--- src/rtl/pmem_arbiter.sv ---
// pmem_arbiter: round-robin arbiter sharing one physical-memory line port
// between the instruction cache (i_*) and the data cache (d_*).
//
// Ports:
//   clk, rst                      clock; asynchronous active-low reset
//   i_read/i_write/i_address/i_wdata -> i_rdata/i_resp   I-cache side
//   d_read/d_write/d_address/d_wdata -> d_rdata/d_resp   D-cache side
//   pmem_read/pmem_write/pmem_address/pmem_wdata         memory request
//   pmem_rdata/pmem_resp                                 memory response
//
// The winning request is latched at grant time, so the memory side sees
// stable signals regardless of what the requesters do afterwards. Every
// output comes straight from a flop.
module pmem_arbiter #(
    parameter int unsigned s_line = 256,
    parameter int unsigned s_addr = 32
) (
    input  logic              clk,
    input  logic              rst,

    input  logic              i_read,
    input  logic              i_write,
    input  logic [s_addr-1:0] i_address,
    input  logic [s_line-1:0] i_wdata,
    output logic [s_line-1:0] i_rdata,
    output logic              i_resp,

    input  logic              d_read,
    input  logic              d_write,
    input  logic [s_addr-1:0] d_address,
    input  logic [s_line-1:0] d_wdata,
    output logic [s_line-1:0] d_rdata,
    output logic              d_resp,

    output logic              pmem_read,
    output logic              pmem_write,
    output logic [s_addr-1:0] pmem_address,
    output logic [s_line-1:0] pmem_wdata,
    input  logic [s_line-1:0] pmem_rdata,
    input  logic              pmem_resp
);

    typedef enum logic [1:0] {
        IDLE = 2'd0,
        BUSY = 2'd1,
        DONE = 2'd2
    } state_t;

    state_t            state_q, state_d;
    logic              owner_q, owner_d;      // 0 = I, 1 = D
    logic              last_q, last_d;        // port granted most recently
    logic              op_wr_q, op_wr_d;      // latched op: 1 = write
    logic [s_addr-1:0] addr_q, addr_d;
    logic [s_line-1:0] wdata_q, wdata_d;
    logic [s_line-1:0] line_buf_q, line_buf_d;
    logic              pmem_read_q, pmem_read_d;
    logic              pmem_write_q, pmem_write_d;
    logic              i_resp_q, i_resp_d;
    logic              d_resp_q, d_resp_d;

    logic              i_req, d_req;
    logic              grant_d;

    assign i_req = i_read | i_write;
    assign d_req = d_read | d_write;

    // State and datapath registers
    always_ff @(posedge clk or negedge rst) begin
        if (!rst) begin
            state_q      <= IDLE;
            owner_q      <= 1'b0;
            last_q       <= 1'b1;   // I-cache wins the first tie
            op_wr_q      <= 1'b0;
            addr_q       <= '0;
            wdata_q      <= '0;
            line_buf_q   <= '0;
            pmem_read_q  <= 1'b0;
            pmem_write_q <= 1'b0;
            i_resp_q     <= 1'b0;
            d_resp_q     <= 1'b0;
        end else begin
            state_q      <= state_d;
            owner_q      <= owner_d;
            last_q       <= last_d;
            op_wr_q      <= op_wr_d;
            addr_q       <= addr_d;
            wdata_q      <= wdata_d;
            line_buf_q   <= line_buf_d;
            pmem_read_q  <= pmem_read_d;
            pmem_write_q <= pmem_write_d;
            i_resp_q     <= i_resp_d;
            d_resp_q     <= d_resp_d;
        end
    end

    // Next-state, grant and next-output logic
    always_comb begin
        state_d      = state_q;
        owner_d      = owner_q;
        last_d       = last_q;
        op_wr_d      = op_wr_q;
        addr_d       = addr_q;
        wdata_d      = wdata_q;
        line_buf_d   = line_buf_q;
        pmem_read_d  = pmem_read_q;
        pmem_write_d = pmem_write_q;
        i_resp_d     = 1'b0;
        d_resp_d     = 1'b0;
        // D wins when it alone requests, or on a tie when I went last
        grant_d      = d_req & (~i_req | ~last_q);

        case (state_q)
            IDLE: begin
                if (i_req || d_req) begin
                    owner_d      = grant_d;
                    last_d       = grant_d;
                    // A port asserting both read and write is a write
                    op_wr_d      = grant_d ? d_write : i_write;
                    addr_d       = grant_d ? d_address : i_address;
                    wdata_d      = grant_d ? d_wdata : i_wdata;
                    pmem_read_d  = ~op_wr_d;
                    pmem_write_d = op_wr_d;
                    state_d      = BUSY;
                end
            end
            BUSY: begin
                if (pmem_resp) begin
                    if (!op_wr_q) begin
                        line_buf_d = pmem_rdata;
                    end
                    pmem_read_d  = 1'b0;
                    pmem_write_d = 1'b0;
                    i_resp_d     = ~owner_q;
                    d_resp_d     = owner_q;
                    state_d      = DONE;
                end
            end
            DONE: begin
                state_d = IDLE;
            end
            default: begin
                state_d      = IDLE;
                pmem_read_d  = 1'b0;
                pmem_write_d = 1'b0;
            end
        endcase
    end

    assign pmem_read    = pmem_read_q;
    assign pmem_write   = pmem_write_q;
    assign pmem_address = addr_q;
    assign pmem_wdata   = wdata_q;
    assign i_rdata      = line_buf_q;
    assign d_rdata      = line_buf_q;
    assign i_resp       = i_resp_q;
    assign d_resp       = d_resp_q;

endmodule

--- config.mk ---
export PLATFORM = sky130hd
export DESIGN_NAME = pmem_arbiter
export DESIGN_NICKNAME = d
export VERILOG_FILES = /design/src/rtl/pmem_arbiter.sv
export SDC_FILE = /design/constraint.sdc
export NUM_CORES = 1
export LEC_CHECK = 0
export BUFFER_PORTS_ARGS = -buffer_cell sky130_fd_sc_hd__buf_2
export CAP_MARGIN = 20
export CORE_AREA = 2 2 639 641
export DETAILED_ROUTE_END_ITERATION = 16
export DIE_AREA = 0 0 641 643
export GPL_TIMING_DRIVEN = 0
export PLACE_DENSITY_LB_ADDON = 0.25
export RECOVER_POWER = 100
export SLEW_MARGIN = 25
export SYNTH_ARGS = -nofsm -noshare
export SYNTH_HDL_FRONTEND = slang
export SYNTH_SLANG_ARGS = --single-unit
--- constraint.sdc ---
create_clock -name clk -period 1.7 [get_ports clk]
set_clock_uncertainty 0.15 [all_clocks]
set_input_delay 0.51 -clock clk [delete_from_list [all_inputs] [get_ports clk]]
set_output_delay 0.51 -clock clk [all_outputs]
set_load 0.02 [all_outputs]
==> flow_results.org <==
** Finish
- At the end of the flow, the number of nets in the layout was 6083.
- In the final layout, the share of cells above drive strength 1 is 59.4%.
- Count of filler cells inserted in the layout :: 45500
- P&R area growth vs syn :: 156%

** Setup path
- Library cell contributing the largest single delay on the critical path :: dfrtp_2
- Endpoint type of the worst setup path :: primary output
- Delay of the slowest cell on the worst path :: 520 ps
- At the worst endpoint, the arrival time is 1660 ps.
- In this design, the critical path's most frequently occurring cell is buf_6.
- On the critical path the largest part of the delay comes from flip-flops.
- Counting both buffers and inverters, the worst setup path holds a total of 2.
- Counting buffers and inverters, the worst setup path is 2 cells deep.
- At the worst endpoint, the required time is 1040 ps.
- In this run the critical register-to-register path is launched from state_q[0]$_DFFE_PN0P_.
- Kind of launch point of the worst setup path :: flip-flop
- In this run the critical register-to-register path is captured at d_rdata[115]$_DFFE_PN0P_.
- R2r setup slk :: -570 ps
- By startpoint and endpoint, the worst setup path is classified as flip-flop to primary output.
- For the worst flop-to-flop path, the logic depth is 9.
- Walking the worst path, the cells encountered are buf_6 > buf_6.
- Of all nets on the critical path, the largest fanout is 3.

** Floorplan
- Row count :: 234
- The initial utilization of the core area, before any placement, comes to 6.22%.
- The die is 643 um tall.
- The die covers 412000 um^2.
- 1643 I/O pins were placed.
- From left edge to right edge, the die measures 641 um.
- The floorplan step defined a core boundary enclosing 405000 um^2.

** STA
- The number of max-slew violations in the final report is 0.
- Final period util :: 137%
- For the pin with the worst max-slew slack, the measured transition is 1270 ps.
- Highest clock rate :: 0.431 GHz
- In the final timing run, aggregate negative setup slack is -554230 ps.
- Unrepaired setup endpoints after global routing :: yes
- Setup violations remaining at the end of the flow were counted as 1463.
- Across all setup checks in the final design, the least slack found is -622 ps.
- The number of failing hold endpoints at the final stage came to 52.
- Relative slew slack :: 15.3%
- Worst Hold Slack :: -610 ps
- Subtracting the final worst setup slack from the clock period gives 2320 ps.

** Power
- Power density relative to cell area :: 2030 nW/um^2
- IR analysis of the VDD net gives a maximum drop of 0.000917 V.
- Leakage :: 27.6 nW

** Clock network
- Number of levels the H-tree was split into :: 3
- Maximum clock path buffer count :: 4
- CTS sink count :: 553
- Clock network latency to the later pin of the worst-skew pair :: 800 ps
- CTS tree :: yes
- Worst-path clk slew :: 70 ps
- Root Buffer Master :: clkbuf_16
- Counting the buffers created by CTS gives 85.

** Routing
- The detail route stage leaves a number of antenna-violating nets equal to 0.
- Iteration-0 DRC count of the detailed router :: 1692
- Total Wirelength :: 323 mm
- Using the TritonRoute via totals, the vias-per-cell ratio works out to 2.95.
- Post-detailed-route wirelength per cell :: 30.0 um
- Iteration count of the initial detailed-routing pass :: 5
- The routed layout has 31800 vias.
- For this run, design rule violations remaining after detail routing come to 0.

** Placement
- Final GP Congestion :: 0.916
- Pre-CTS setup slack :: -1560 ps
- Once detailed placement completed, the half-perimeter wirelength came to 275 mm.
- Input/output buffers :: 1642

** Yosys
- Unique masters post-synth :: 30
- The top cell type by area accounts for 54.8% of the synthesized area.
- Counting every instance in the synthesized netlist gives 2407.
- In this run the cell area of the synthesized design comes to 25200 um^2.
- Synthesis Warnings :: 0
- The synthesized design contains 553 register bits.
- The share of the Yosys chip area taken by registers is 54.9%.
- After synthesis, the cell types taking the most area are dfrtp_1, a21oi_1, mux2_1.
- Post-Synthesis Net Count :: 3246
- After synthesis, the mean cell area works out to 10.5 um^2.
- The biggest area contributor in the post-synthesis netlist is dfrtp_1.

** Global route
- Across every metal layer, demand over resource in global routing totals 14.8%.
- Entering global routing, the biggest net connects 85 pins.
- The number of antenna violations at the first check in global routing is 136.
- First-pass GRT wire length :: 387 mm
- Via count of the first global-routing pass :: 32900
- Sum of overflow across all layers after global routing :: 0

** Flow run
- Across the run, the number of max-cap violations was 0.

** Run status
- The checks that failed: hold timing, setup timing.
- The run finished, with violations left.

** Worst hold path
- Min-delay worst type :: input port to asynchronous set/reset pin
cell usage in the layout, fill, tap and decap left out, types with 84 or more instances in the layout:
| master | n |
|---|---|
| buf_2 | 1079 |
| dlygate4sd3_1 | 838 |
| buf_6 | 738 |
| dfrtp_1 | 374 |
| nor2_1 | 290 |
| a21oi_1 | 271 |
| a21oi_2 | 241 |
| nand2_1 | 226 |
| dfrtp_2 | 178 |
| buf_12 | 149 |
| buf_4 | 144 |
| mux2_4 | 120 |
| mux2_1 | 120 |
| clkbuf_16 | 112 |
| buf_8 | 84 |
per-stage QoR:
step / cells / instance area (um^2) / util [%] / total power [mW]
3_3_place_gp: 9477 / 40300 / 9.94 / 86.2
2_1_floorplan: 2407 / 25300 / - / 50.6
5_1_grt: 10800 / 64600 / 15.9 / 138
4_1_cts: 10600 / 58100 / 14.3 / 119
3_5_place_dp: 9486 / 40500 / 10.0 / 86.2
6_report: 10800 / 64600 / 15.9 / 131
cell type report:
class | count | area [um^2] | share of cell area, %
multi-input combinational | 1438 | 10700 | 16.5
sequential | 553 | 14100 | 21.8
clock inverter | 36 | 439 | 0.680
antenna | 53 | 133 | 0.205
buffer | 410 | 5150 | 7.97
inverter | 3 | 11.3 | 0.0174
clock buffer | 110 | 2320 | 3.59
tap | 5428 | 6790 | 10.5
timing repair buffer | 2753 | 25000 | 38.7
metal layers:
metal | track usage [%] | wire (um) | share of wire, % | vias up
met2 | 26.4 | 161000 | 50 | 1499
met5 | 0 | 302 | 0.093 | -
met1 | 15.9 | 115000 | 36 | 16200
met4 | 3.91 | 12000 | 3.7 | 44
met3 | 6.14 | 34900 | 11 | 432
li1 | - | - | - | 13600
how the worst max path moves through the flow:
stage	start	end	slack, ps
5_1_grt	d_rdata[120]$_DFFE_PN0P_	i_rdata[120]	-730
4_1_cts	d_rdata[60]$_DFFE_PN0P_	i_rdata[60]	-770
2_1_floorplan	state_q[0]$_DFFE_PN0P_	d_rdata[115]$_DFFE_PN0P_	-2
3_3_place_gp	rst	pmem_wdata[191]$_DFFE_PN0P_	-13820
6_report	d_rdata[61]$_DFFE_PN0P_	i_rdata[61]	-620
3_5_place_dp	d_write	pmem_wdata[248]$_DFFE_PN0P_	-1560
cell families (layout without fill, tap and decap cells):
| group | count (synthesis) | in the layout | share of synthesized area, % |
|---|---|---|---|
| flip-flops | 553 | 553 | 54.9 |
| buffers and inverters | 416 | 3312 | 12.3 |
| other | 0 | 53 | 0 |
| multiplexers | 256 | 256 | 12.0 |
| AND/OR/NAND/NOR | 593 | 593 | 9.03 |
| AO/OA/AOI/OAI | 589 | 589 | 11.7 |
power breakdown:
group	switching, mW	leakage [nW]	total (mW)	internal, mW
registers	10.9	6.18	31.1	20.2
clock network	7.66	1.33	18.4	10.7
logic	44.0	20.1	81.6	37.6
total	62.5	27.6	131	68.5
synth_stat cells (all sizes together):
cell,number
and3,3
dfrtp,552
clkbuf,48
a221o,1
o21ai,6
nor3,1
a21oi,579
or4,1
nor4,1
o21a,1
nor2,292
mux2,256
dfstp,1
or3,1
a211oi,1
nand2b,1
a31o,1
inv,3
buf,365
nor2b,1
nand2,292
timing repair:
| action | CTS | global route |
|---|---|---|
| resized for setup | 1211 | 1754 |
| setup buffers | 84 | 112 |
| endpoints found under the setup margin | 1457 | 1463 |
| hold buffers | 836 | 4 |
| endpoints found under the hold margin | 720 | 169 |
| cloned | 46 | 26 |
| pin swaps | 257 | 39 |
registers in the layout, summed over array words and instances (netlist names):
| name | count |
|---|---|
| pmem_read | 1 |
| d_rdata | 256 |
| pmem_address | 32 |
| last_q | 1 |
| op_wr_q | 1 |
| i_resp | 1 |
| pmem_write | 1 |
| d_resp | 1 |
| state_q | 2 |
| pmem_wdata | 256 |
| owner_q | 1 |
No activity file was read; power rests on OpenSTA's default activity.
